--- src/rtl/systolic_pkg.sv ---
// rtl/systolic_pkg.sv - widths, PE state and accumulate helper for the systolic array.
// Defining SYSTOLIC_SAT_EN makes acc_add saturate instead of wrapping.
package systolic_pkg;

   localparam int DATA_W   = 8;
   localparam int WEIGHT_W = 8;
   localparam int ACC_W    = 32;
   localparam int PROD_W   = DATA_W + WEIGHT_W;

`ifdef SYSTOLIC_SAT_EN
   localparam logic signed [ACC_W-1:0] ACC_MAX = {1'b0, {(ACC_W-1){1'b1}}};
   localparam logic signed [ACC_W-1:0] ACC_MIN = {1'b1, {(ACC_W-1){1'b0}}};
`endif

   typedef struct packed {
      logic signed [WEIGHT_W-1:0] w_inact;
      logic signed [WEIGHT_W-1:0] w_act;
      logic signed [DATA_W-1:0]   data_reg;
      logic                       valid_reg;
      logic                       switch_reg;
      logic signed [ACC_W-1:0]    psum_reg;
      logic                       psum_valid_reg;
   } pe_state_t;

   // One guard bit above the accumulator exposes signed overflow.
   function automatic logic signed [ACC_W-1:0] acc_add(input logic signed [ACC_W-1:0]  acc,
                                                       input logic signed [PROD_W-1:0] prod);
      logic signed [ACC_W:0] sum;
      sum = {acc[ACC_W-1], acc} + {{(ACC_W+1-PROD_W){prod[PROD_W-1]}}, prod};
`ifdef SYSTOLIC_SAT_EN
      if (sum[ACC_W] != sum[ACC_W-1])
         return sum[ACC_W] ? ACC_MIN : ACC_MAX;
`endif
      return sum[ACC_W-1:0];
   endfunction

endpackage

--- src/rtl/systolic_array_if.sv ---
// rtl/systolic_array_if.sv - activation, weight, switch, column-size and result bundle of the array.
interface systolic_array_if #(
   parameter int N = 2
);
   import systolic_pkg::*;

   logic signed [DATA_W-1:0]   sys_data_in   [N];
   logic [N-1:0]               sys_valid_in;
   logic signed [WEIGHT_W-1:0] sys_weight_in [N];
   logic [N-1:0]               sys_accept_w;
   logic [N-1:0]               sys_switch_in;
   logic [15:0]                ub_rd_col_size_in;
   logic                       ub_rd_col_size_valid_in;
   logic signed [ACC_W-1:0]    sys_data_out  [N];
   logic [N-1:0]               sys_valid_out;

   modport master (
      output sys_data_in, sys_valid_in, sys_weight_in, sys_accept_w, sys_switch_in,
      output ub_rd_col_size_in, ub_rd_col_size_valid_in,
      input  sys_data_out, sys_valid_out
   );

   modport slave (
      input  sys_data_in, sys_valid_in, sys_weight_in, sys_accept_w, sys_switch_in,
      input  ub_rd_col_size_in, ub_rd_col_size_valid_in,
      output sys_data_out, sys_valid_out
   );

endinterface

--- src/rtl/systolic_pe.sv ---
// rtl/systolic_pe.sv - weight-stationary int8 MAC cell with shadow weight and switch forwarding.
module systolic_pe
   import systolic_pkg::*;
(
   input  logic                       clk,
   input  logic                       rst,
   input  logic                       col_en,
   input  logic                       accept_w,
   input  logic signed [WEIGHT_W-1:0] weight_north,
   input  logic signed [DATA_W-1:0]   data_west,
   input  logic                       valid_west,
   input  logic                       switch_west,
   input  logic signed [ACC_W-1:0]    psum_north,
   output logic signed [WEIGHT_W-1:0] weight_south,
   output logic signed [DATA_W-1:0]   data_east,
   output logic                       valid_east,
   output logic                       switch_east,
   output logic signed [ACC_W-1:0]    psum_south,
   output logic                       psum_valid_south
);

   pe_state_t                 st;
   logic signed [PROD_W-1:0]  prod;

   assign prod = PROD_W'(data_west) * PROD_W'(st.w_act);

   // w_act copies the pre-edge w_inact, so a same-cycle weight shift lands in the shadow only.
   always_ff @(posedge clk) begin
      if (rst) begin
         st <= '0;
      end else begin
         if (accept_w)
            st.w_inact <= weight_north;
         if (switch_west)
            st.w_act <= st.w_inact;
         st.data_reg   <= data_west;
         st.valid_reg  <= valid_west;
         st.switch_reg <= switch_west;
         if (valid_west && col_en) begin
            st.psum_reg       <= acc_add(psum_north, prod);
            st.psum_valid_reg <= 1'b1;
         end else begin
            st.psum_reg       <= '0;
            st.psum_valid_reg <= 1'b0;
         end
      end
   end

   assign weight_south     = st.w_inact;
   assign data_east        = st.data_reg;
   assign valid_east       = st.valid_reg;
   assign switch_east      = st.switch_reg;
   assign psum_south       = st.psum_reg;
   assign psum_valid_south = st.psum_valid_reg;

endmodule

--- src/rtl/systolic_array.sv ---
// rtl/systolic_array.sv - N x N weight-stationary systolic array: column-size register and PE mesh.
module systolic_array
   import systolic_pkg::*;
#(
   parameter int SYSTOLIC_ARRAY_WIDTH = 2
) (
   input logic              clk,
   input logic              rst,
   systolic_array_if.slave  sys
);

   localparam int N = SYSTOLIC_ARRAY_WIDTH;

   logic [15:0]                col_size;
   logic [N-1:0]               col_en;

   logic signed [WEIGHT_W-1:0] weight_s     [N][N];
   logic signed [DATA_W-1:0]   data_e       [N][N];
   logic                       valid_e      [N][N];
   logic                       switch_e     [N][N];
   logic signed [ACC_W-1:0]    psum_s       [N][N];
   logic                       psum_valid_s [N][N];

   always_ff @(posedge clk) begin
      if (rst)
         col_size <= '0;
      else if (sys.ub_rd_col_size_valid_in)
         col_size <= sys.ub_rd_col_size_in;
   end

   for (genvar r = 0; r < N; r++) begin : g_row
      for (genvar c = 0; c < N; c++) begin : g_col
         logic signed [WEIGHT_W-1:0] weight_n;
         logic signed [DATA_W-1:0]   data_w;
         logic                       valid_w;
         logic                       switch_w;
         logic signed [ACC_W-1:0]    psum_n;

         if (c == 0) begin : g_west
            assign data_w   = sys.sys_data_in[r];
            assign valid_w  = sys.sys_valid_in[r];
            assign switch_w = sys.sys_switch_in[r];
         end else begin : g_inner_w
            assign data_w   = data_e[r][c-1];
            assign valid_w  = valid_e[r][c-1];
            assign switch_w = switch_e[r][c-1];
         end

         if (r == 0) begin : g_north
            assign weight_n = sys.sys_weight_in[c];
            assign psum_n   = '0;
         end else begin : g_inner_n
            assign weight_n = weight_s[r-1][c];
            assign psum_n   = psum_s[r-1][c];
         end

         systolic_pe u_pe (
            .clk              (clk),
            .rst              (rst),
            .col_en           (col_en[c]),
            .accept_w         (sys.sys_accept_w[c]),
            .weight_north     (weight_n),
            .data_west        (data_w),
            .valid_west       (valid_w),
            .switch_west      (switch_w),
            .psum_north       (psum_n),
            .weight_south     (weight_s[r][c]),
            .data_east        (data_e[r][c]),
            .valid_east       (valid_e[r][c]),
            .switch_east      (switch_e[r][c]),
            .psum_south       (psum_s[r][c]),
            .psum_valid_south (psum_valid_s[r][c])
         );
      end
   end

   // Sizes above N simply enable every column.
   for (genvar c = 0; c < N; c++) begin : g_out
      assign col_en[c]            = col_size > 16'(c);
      assign sys.sys_data_out[c]  = psum_s[N-1][c];
      assign sys.sys_valid_out[c] = psum_valid_s[N-1][c];
   end

endmodule

--- src/flat_wrapper.sv ---
// flat-port wrapper written by rule: the top's interface ports become plain ports
module systolic_array_flat import systolic_pkg::*;
#(
   parameter int SYSTOLIC_ARRAY_WIDTH = 2
)
  (clk, rst, sys_sys_data_in, sys_sys_valid_in, sys_sys_weight_in, sys_sys_accept_w, sys_sys_switch_in, sys_ub_rd_col_size_in, sys_ub_rd_col_size_valid_in, sys_sys_data_out, sys_sys_valid_out);
  systolic_array_if #(.N(2)) sys_i ();
  input logic clk;
  input logic rst;
  input wire logic [$bits(sys_i.sys_data_in)-1:0] sys_sys_data_in;
  input wire logic [$bits(sys_i.sys_valid_in)-1:0] sys_sys_valid_in;
  input wire logic [$bits(sys_i.sys_weight_in)-1:0] sys_sys_weight_in;
  input wire logic [$bits(sys_i.sys_accept_w)-1:0] sys_sys_accept_w;
  input wire logic [$bits(sys_i.sys_switch_in)-1:0] sys_sys_switch_in;
  input wire logic [$bits(sys_i.ub_rd_col_size_in)-1:0] sys_ub_rd_col_size_in;
  input wire logic [$bits(sys_i.ub_rd_col_size_valid_in)-1:0] sys_ub_rd_col_size_valid_in;
  output wire logic [$bits(sys_i.sys_data_out)-1:0] sys_sys_data_out;
  output wire logic [$bits(sys_i.sys_valid_out)-1:0] sys_sys_valid_out;
  assign sys_i.sys_data_in = {>>{sys_sys_data_in}};
  assign sys_i.sys_valid_in = sys_sys_valid_in;
  assign sys_i.sys_weight_in = {>>{sys_sys_weight_in}};
  assign sys_i.sys_accept_w = sys_sys_accept_w;
  assign sys_i.sys_switch_in = sys_sys_switch_in;
  assign sys_i.ub_rd_col_size_in = sys_ub_rd_col_size_in;
  assign sys_i.ub_rd_col_size_valid_in = sys_ub_rd_col_size_valid_in;
  assign sys_sys_data_out = {>>{sys_i.sys_data_out}};
  assign sys_sys_valid_out = sys_i.sys_valid_out;
  systolic_array #(.SYSTOLIC_ARRAY_WIDTH(SYSTOLIC_ARRAY_WIDTH)) u_core (.clk(clk), .rst(rst), .sys(sys_i));
endmodule
--- config.mk ---
export PLATFORM = sky130hd
export DESIGN_NAME = systolic_array_flat
export DESIGN_NICKNAME = d
export VERILOG_FILES = /design/src/rtl/systolic_pkg.sv /design/src/rtl/systolic_array_if.sv /design/src/rtl/systolic_pe.sv /design/src/rtl/systolic_array.sv /design/src/flat_wrapper.sv
export SDC_FILE = /design/constraint.sdc
export NUM_CORES = 1
export LEC_CHECK = 0
export ABC_AREA = 1
export CAP_MARGIN = 0
export CORE_MARGIN = 8
export CORE_UTILIZATION = 50
export DETAILED_ROUTE_END_ITERATION = 6
export GPL_TIMING_DRIVEN = 0
export PLACE_DENSITY = 0.7
export SLEW_MARGIN = 25
export SYNTH_ARGS = -nofsm -noshare
export SYNTH_HDL_FRONTEND = slang
export SYNTH_HIERARCHICAL = 1
export SYNTH_SLANG_ARGS = --single-unit
--- constraint.sdc ---
create_clock -name clk -period 8.6 [get_ports clk]
set_input_delay 1.72 -clock clk [delete_from_list [all_inputs] [get_ports clk]]
set_output_delay 1.72 -clock clk [all_outputs]
set_load 0.01 [all_outputs]
==> impl_metrics.ini, run 1 <==
[run_status]
outcome = complete, no violations

[final_layout]
final_common_cell = nand2_1
area_delta_synth_final_pct = 9.93
nets = 5187
final_cell_mix = nand2_1, inv_1, fa_1
fillers = 6082
fin_area_mm2 = 0.0356
drive_above_1_share_pct = 8.42
multi_input_area_mm2 = 0.0231
seq_area_mm2 = 0.00460

[cts]
clk_pin_slew_ns = 0.06
cts_resized = 0
cts_max_level = 1
cts_made_buffers = 27
cts_root_buf = clkbuf_16
cts_hold_buf = 0
clock_sinks = 230
postCtsSetupBuffers = 0
clock_latency_ns = 0.56
cts_tree = built
cts_buffer_depth = 3

[yosys]
ys_warn_count = 6
avgSynthCellArea_um2 = 7.88
syn_area_mm2 = 0.0324
synthCells = 4111

[grt]
track_usage_pct = 20.3
grt_pass1_wl_mm = 125
grt_max_degree = 25
grt_pass1_vias = 26100
antenna_found_initial = 2
overflow = 0

[setup_path]
cp_top_family = adder cells
reg2reg_from = u_core/g_row[0].g_col[0].u_pe/st[45]
crit_chain = clkbuf_1 > nand2_1 > inv_1 > fa_2 > inv_1 > fa_1 > inv_1 > fa_1 > fa_1 > ha_1 > ha_1 > nand2_1 > nor2_1 > nand2_1 > nor2_1 > o21ai_1 > nand3_1 > nand2_1 > inv_1 > nor2_1
cp-startpoint = sys_sys_data_in[15]
crit_fanout = 13
slowest_delay_ns = 0.68
slowest_stage = inv_1
crit_arrival_ns = 7.12
cp.required_ns = 9.05
setup.worst_path.end_class = register
crit_path_start_kind = input port
cp.depth = 20
r2r_cells = 20
path_class = in -> reg
critPathBufInv = 5

[die]
io_pins = 123
die_w_um = 271
start_util_pct = 50.4
core.rowCount = 93
dieArea_mm2 = 0.0732
die_y_um = 271
fp.coreArea_mm2 = 0.0642

[worst_hold_path]
hold_path_class = reg -> reg
min-delay-start = u_core/col_size[6]
hold_depth = 2

[sta]
drv_slew = 0
fin_skew_ns = 0.0184
tightest_slew_ns = 0.820
fin_crit_ns = 6.67
tns_ns = 0
fin_crit_sh_pct = 77.6
maxSlewHeadroom_pct = 45.3
fmax_mhz = 150
finalWorstSetupSlack_ns = 1.93
setup_violations = 0
hold_violations = 0
rsz0062_at_grt = no

[power]
p_leak_nw = 20.3
p_per_area_mw_per_mm2 = 109
total_power_mw = 3.90
vdd_drop_max_mv = 0.140

[place]
gp_congestion = 0.935
dpl.hpwl_mm = 61.2
place_area_mm2 = 0.0347
portBuffers = 100
post-place-ws_ns = 1.36

[drt]
first_iter_violations = 1367
wl_per_cell_um = 13.8
detail_route.first_pass.iterations = 5
drcViolationCount = 0
ant_nets = 0
totalWireLength_mm = 71.6
viasPerCell = 4.79
vias = 24800

[run]
maxCapViolations = 0
per-layer routing:
layer  track usage (%)  wire length (µm)  up-vias  part of all wire, %
met5                 0                13        -                0.018
met3              1.97              2800      104                  3.9
met1              24.9             29800    11800                   42
met2              37.9             36900      457                   52
met4              5.30              2060        2                  2.9
li1                  -                 -    12400                    -
registers in the layout, indices dropped and copies added, names as in the netlist:
| name | count |
|---|---|
| u_core/g_row.g_col.u_pe/valid_east | 2 |
| u_core/g_row.g_col.u_pe/data_east | 16 |
| u_core/g_row.g_col.u_pe/psum_valid_south | 2 |
| u_core/g_row.g_col.u_pe/weight_south | 32 |
| u_core/g_row.g_col.u_pe/psum_south | 128 |
| u_core/g_row.g_col.u_pe/switch_east | 2 |
| u_core/col_size | 16 |
| u_core/g_row.g_col.u_pe/st | 32 |
power breakdown:
group	internal, mW	total [mW]	switching, mW
Sequential	1.13	1.15	0.0240
Clock	0.679	1.14	0.461
Combinational	0.622	1.60	0.979
cell type report:
class / instances / share of cell area, %
Multi-Input combinational cell: 2823 / 65.0
Sequential cell: 230 / 12.9
Inverter: 866 / 9.15
Buffer: 257 / 4.61
Tap cell: 855 / 3.00
Timing Repair Buffer: 101 / 2.87
Clock buffer: 39 / 2.16
Clock inverter: 8 / 0.299
Antenna cell: 1 / 0.00703
per-stage QoR:
step,cells,hold WS [ns],utilization (%)
floorplan,4176,0.437,-
global placement,5131,0.449,54.0
detailed placement,5132,0.454,54.1
CTS,5179,0.462,55.4
global route,5180,0.477,55.4
finish,5180,0.458,55.4
worst reg2reg max path, stage by stage, from the launching register on:
cell,delay (ns)
dfxtp_1,0.30
clkbuf_1,0.36
nand2_1,0.23
inv_1,0.12
fa_2,0.46
inv_1,0.21
fa_1,0.62
inv_1,0.68
fa_1,0.56
fa_1,0.49
ha_1,0.31
ha_1,0.40
nand2_1,0.10
nor2_1,0.32
nand2_1,0.09
nor2_1,0.11
o21ai_1,0.14
nand3_1,0.12
nand2_1,0.05
inv_1,0.05
nor2_1,0.04
final timing paths:
kind                                                                     end  slack (ns)
worst min-delay path                                      u_core/col_size[6]        0.46
worst min register to register                            u_core/col_size[6]        0.46
worst max register to register  u_core/g_row[0].g_col[0].u_pe/psum_south[26]        2.72
worst max-delay path            u_core/g_row[0].g_col[0].u_pe/psum_south[26]        1.93
(Power assumes the default switching activity.)
==> run 2, diff against run 1 <==
Settings changed: PLACE_DENSITY 0.7 to 0.73.
Clock period 8.6 ns to 6.1 ns, I/O delays scaled along.
==> run 2 against run 1 <==
Via count rose by 0.84%. Global-route usage is essentially flat. First-iteration DRC count decreased by 13%. Combinational power increased by 42%. Sequential share of layout area down 0.081 points. Die area unchanged. Wire length decreased by 0.15%. Non-clock buffer count rose by 19. Register-to-register slack worse by 2.3 ns. Final cell count increased by 0.35%. Critical path depth up 1. Highest routed layer is now met4.
==> impl_metrics.ini, run 2 (synthesis gave the netlist of run 1 again) <==
[sta]
fmax_mhz = 173
fin_crit_sh_pct = 94.8
fin_skew_ns = 0.0140
drv_slew = 0
hold_violations = 0
tightest_slew_ns = 0.796
finalWorstSetupSlack_ns = 0.319
maxSlewHeadroom_pct = 46.9
setup_violations = 0
fin_crit_ns = 5.78
rsz0062_at_grt = yes

[final_layout]
nets = 5206
fin_area_mm2 = 0.0358
area_delta_synth_final_pct = 10.6
fillers = 5973
final_common_cell = nand2_1
final_cell_mix = nand2_1, inv_1, fa_1
diodes = 0
largest_reg_flops = 128
drive_above_1_share_pct = 9.16

[drt]
viasPerCell = 4.81
drcViolationCount = 0
detail_route.first_pass.iterations = 7
ant_nets = 0
totalWireLength_mm = 71.5
first_iter_violations = 1191
vias = 25000
wl_per_cell_um = 13.8

[cts]
clock_latency_ns = 0.55
clock_sinks = 230
cts_buffer_depth = 3
clk_pin_slew_ns = 0.06
cts_made_buffers = 27
cts_tree = built
cts_root_buf = clkbuf_16
cts_max_level = 1

[place]
dpl.hpwl_mm = 60.9
portBuffers = 100
place_area_mm2 = 0.0347
gp_congestion = 0.934
post-place-ws_ns = -0.750

[setup_path]
crit_path_start_kind = input port
crit_fanout = 10
rrSetupSlack_ns = 0.47
crit_arrival_ns = 6.21
path_class = in -> reg
setup.worst_path.end_class = register
cp.required_ns = 6.53

[die]
core.rowCount = 93
fp.coreArea_mm2 = 0.0642
die_y_um = 271
io_pins = 123
dieArea_mm2 = 0.0732
start_util_pct = 50.4
die_w_um = 271

[power]
vdd_drop_max_mv = 0.212
pwr-share-clk_pct = 28.5
p_int_mw = 3.41
p_per_area_mw_per_mm2 = 152
p_comb_share_pct = 41.7
power.switching_mw = 2.05
sw_frac_of_total_pct = 37.6
seq_power_share_pct = 29.8
p_leak_nw = 20.3

[grt]
overflow = 0
track_usage_pct = 20.3
grt_pass1_vias = 26000
grt_pass1_wl_mm = 124
grt_max_degree = 25
antenna_found_initial = 2

[worst_hold_path]
hold_path_class = reg -> reg

[run_status]
outcome = complete, no violations

[run]
maxCapViolations = 0
run 2: changes by cell type in the layout (fill, tap and decap cells not counted), sizes merged:
cell	before	now
diode	1	0
inv	863	851
buf	184	203
bufinv	2	1
clkinvlp	2	15
run 2: power by group through the flow:
stage,registers (mW),logic (mW),clock network (mW)
after floorplan,1.65,1.69,0
after global placement,1.66,2.24,0
after detailed placement,1.66,2.27,0
after CTS,1.63,2.30,1.61
after global routing,1.64,2.63,1.67
final,1.63,2.27,1.55
run 2: metal layers:
metal	global-route usage (%)	share of wire, %	vias to the layer above
met5	0	0	-
met4	4.96	2.6	0
met3	1.98	3.7	104
li1	-	-	12500
met1	24.8	42	12000
met2	38.0	52	450
run 2: worst max-delay path: stages:
cell	delay, ns
clkbuf_2	0.17
nand2_1	0.20
inv_1	0.08
fa_2	0.56
inv_1	0.13
fa_2	0.72
clkinvlp_4	0.14
buf_4	0.22
fa_1	0.52
fa_1	0.49
ha_1	0.32
ha_1	0.41
nand2_1	0.10
nor2_1	0.32
nand2_1	0.10
nor2_1	0.11
o21ai_1	0.13
nand3_1	0.13
nand2_1	0.05
inv_1	0.05
nor2_1	0.04
run 2: metrics by stage:
step / setup TNS [ns] / std cells / utilization [%] / power [mW] / hold slack [ns]
detailed placement: -13.87 / 5132 / 54.1 / 3.94 / 0.453
global route: -0.00507 / 5198 / 55.8 / 5.93 / 0.475
CTS: 0 / 5181 / 55.4 / 5.54 / 0.464
global placement: -25.87 / 5131 / 54.0 / 3.90 / 0.448
floorplan: 0 / 4176 / - / 3.34 / 0.437
finish: 0 / 5198 / 55.8 / 5.46 / 0.463
run 2: cell type report:
type	instances	area (µm²)	share of cell area [%]
buffer	257	1640	4.58
clock buffer	39	781	2.18
clock inverter	8	82.6	0.231
inverter	866	3300	9.21
multi-input combinational	2823	23100	64.6
sequential	230	4600	12.9
tap	855	1070	2.99
timing repair buffer	120	1210	3.39
run 2: worst paths after layout:
kind / from / end / cells after the start
min: u_core/col_size[4] / u_core/col_size[4] / 2
max: sys_sys_data_in[15] / u_core/g_row[0].g_col[0].u_pe/psum_south[26] / 21
min reg2reg: u_core/col_size[4] / u_core/col_size[4] / 2
max reg2reg: u_core/g_row[0].g_col[0].u_pe/data_east[7] / u_core/g_row[0].g_col[1].u_pe/psum_south[29] / 19
run 2: timing repair:
| action | 4_1_cts | 5_1_grt |
|---|---|---|
| endpoints found under the setup margin | 12 | 42 |
| resized for setup | 1 | 14 |
| setup buffers | 2 | 17 |
| hold buffers | 0 | 0 |
==> run 3, diff against run 2 <==
Settings changed: CELL_PAD_IN_SITES_DETAIL_PLACEMENT set to 0, CELL_PAD_IN_SITES_GLOBAL_PLACEMENT set to 1, CORE_UTILIZATION 50 to 41, CTS_CLUSTER_DIAMETER set to 100, PLACE_DENSITY 0.73 to 0.81, SYNTH_HIERARCHICAL 1 to unset.
==> run 3 against run 2 <==
Synthesized cell count decreased by 45%. Critical path depth decreased by 3. Clock skew decreased by 0.00085 ns. Synthesized area decreased by 46%. Final area decreased by 45%. Flip-flop and latch count decreased by 62. Non-clock buffer count decreased by 125. First-iteration DRC count decreased by 46%. Die area decreased by 33%. Worst setup slack improved by 0.58 ns. Wire length decreased by 45%. Fmax increased by 11%. Critical path type unchanged.
==> impl_metrics.ini, run 3 <==
[setup_path]
cp-startpoint = sys_sys_data_in[7]
crit_path_start_kind = input port
cp.required_ns = 6.45
r2r_cells = 18
slowest_stage = fa_1
crit_fanout = 9
setup.worst_path.end_class = register
timing.rr.end = u_core.g_row[1].g_col[0].u_pe.psum_south[16]
reg2reg_from = u_core.g_row[1].g_col[0].u_pe.st[45]
crit_arrival_ns = 5.55
path_class = in -> reg
cpMostUsedCell = fa_1
cp-endpoint = u_core.g_row[1].g_col[0].u_pe.psum_south[16]
crit_chain = clkbuf_1 > nand2_1 > inv_1 > fa_1 > fa_1 > fa_1 > inv_1 > fa_1 > inv_1 > ha_1 > ha_1 > nand2_1 > nor2_1 > nand3_1 > nand3_1 > nand3_1 > nand2_1 > nor2_1
cp.depth = 18
critPathBufInv = 4
slowest_delay_ns = 0.55
rrSetupSlack_ns = 1.30
cp_top_family = adder cells

[yosys]
syn_area_mm2 = 0.0174
synth_edf_count = 0
ys_warn_count = 0
synth-compound-area-share_pct = 5.45
synthMuxAreaShare_pct = 0
synthTopCellsByCount = inv_1, nand2_1, nor2_1, fa_1, dfxtp_1
synthCells = 2251
yosysSeqAreaShare_pct = 19.3
ys_seq_elements = 168
synth_top_family_by_area = adder cells
yosys-top-cells-area = fa_1, dfxtp_1, inv_1
syn-num-nets = 2706
yosys.area.top_type_share_pct = 30.1
synthFlopType = dfxtp_1
yosysMostFrequentCell = inv_1
synth_async_sr_flop_share_pct = 0
synth_adder_area_share_pct = 39.8
synth-simple-area-share_pct = 18.4
synth-xor-area-share_pct = 0.502
netlist-cell-type-count = 35
avgSynthCellArea_um2 = 7.75
yosysTopAreaCell = fa_1

[grt]
grt_pass1_vias = 14200
overflow = 0
grt_max_degree = 18
track_usage_pct = 17.1
grt_pass1_wl_mm = 69.3
antenna_found_initial = 1

[die]
start_util_pct = 41.6
die_y_um = 222
core.rowCount = 75
die_w_um = 222
dieArea_mm2 = 0.0494
io_pins = 123
fp.coreArea_mm2 = 0.0419

[cts]
clock_sinks = 168
clock_latency_ns = 0.46
cts_root_buf = clkbuf_16
postCtsSetupBuffers = 0
cts_hold_buf = 0
cts_buffer_depth = 2
cts_made_buffers = 17
clk_pin_slew_ns = 0.07
cts_max_level = 4
cts_resized = 0
cts_tree = built

[final_layout]
final_cell_mix = inv_1, nand2_1, nor2_1
nets = 2832
fin_area_mm2 = 0.0198
final_common_cell = inv_1
drive_above_1_share_pct = 5.94
seq_area_mm2 = 0.00336
largest_reg_flops = 66
fillers = 4151
multi_input_area_mm2 = 0.0112
area_delta_synth_final_pct = 13.5

[drt]
detail_route.first_pass.iterations = 5
viasPerCell = 4.57
ant_nets = 0
drcViolationCount = 0
totalWireLength_mm = 39.4
vias = 13400
first_iter_violations = 638
wl_per_cell_um = 13.5

[sta]
setup_violations = 0
hold_violations = 0
tightest_slew_ns = 0.639
drv_slew = 0
tns_ns = 0
fin_crit_ns = 5.20
fmax_mhz = 192
fin_crit_sh_pct = 85.2
rsz0062_at_grt = no
maxSlewHeadroom_pct = 57.4
fin_skew_ns = 0.0131

[run]
maxCapViolations = 0

[place]
gp_congestion = 0.833
dpl.hpwl_mm = 33.3
place_area_mm2 = 0.0192
portBuffers = 107

[worst_hold_path]
min-delay-start = u_core.g_row[1].g_col[1].u_pe.weight_south[0]
hold_path_class = reg -> reg

[power]
p_per_area_mw_per_mm2 = 211
vdd_drop_max_mv = 0.144
p_leak_nw = 11.1
total_power_mw = 4.18

[run_status]
outcome = complete, no violations
==> run 3: kinds of logic after synthesis <==
| group | Yosys count |
|---|---|
| xor gates and xnor gates | 10 |
| DFF | 168 |
| buffers and inverters | 695 |
| adders and majority gates | 398 |
| AOI/OAI and AO/OA | 173 |
| and+or+nand+nor | 807 |
==> run 3: worst min-delay path: cells and delay by family (launching register included) <==
| kind | cells | cell delay [ns] |
|---|---|---|
| simple gates | 2 | 0.13 |
| flops | 1 | 0.33 |
==> run 3: worst min-delay path by stage <==
stage                     cells after the start                                   end  slack, ns
final                                         2  u_core.g_row[1].g_col[1].u_pe.st[43]       0.49
after global placement                        2  u_core.g_row[1].g_col[1].u_pe.st[49]       0.46
after detailed placement                      2  u_core.g_row[1].g_col[1].u_pe.st[46]       0.47
after global routing                          2                   u_core.col_size[11]       0.52
after CTS                                     2  u_core.g_row[1].g_col[1].u_pe.st[43]       0.49
after floorplan                               2  u_core.g_row[1].g_col[0].u_pe.st[43]       0.45
==> run 3: layer usage <==
| layer | vias to the layer above | GRT usage (%) | wire length (µm) | share of wire, % |
|---|---|---|---|---|
| li1 | 6720 | - | - | - |
| met1 | 6436 | 19.9 | 16600 | 42 |
| met2 | 192 | 31.9 | 20600 | 52 |
| met3 | 50 | 3.04 | 1480 | 3.8 |
| met4 | 0 | 4.47 | 721 | 1.8 |
| met5 | - | 0 | 0 | 0 |
==> run 3: layout make-up <==
class                           instances  area share [%]
Clock inverter                         14           0.822
Timing Repair Buffer                  107            5.41
Sequential cell                       168            17.0
Tap cell                              539            3.41
Buffer                                145            4.10
Clock buffer                           18            2.22
Antenna cell                            1          0.0126
Multi-Input combinational cell       1388            56.6
Inverter                              550            10.4
==> run 3: per-stage QoR <==
step | instances | utilization, % | hold slack (ns) | setup WS (ns)
2_1_floorplan | 2251 | - | 0.449 | 0.912
3_3_place_gp | 2897 | 45.7 | 0.462 | 0.423
3_5_place_dp | 2897 | 45.7 | 0.469 | 0.414
4_1_cts | 2929 | 47.2 | 0.491 | 0.893
5_1_grt | 2929 | 47.2 | 0.515 | 0.542
6_report | 2930 | 47.2 | 0.488 | 0.902
==> run 3: power by group <==
part           leakage, nW  switching [mW]  total [mW]  internal [mW]
Combinational         9.43            1.05        1.82          0.773
Sequential            1.38          0.0483        1.24           1.19
Clock                0.291           0.528        1.12          0.593
Total                 11.1            1.63        4.18           2.56
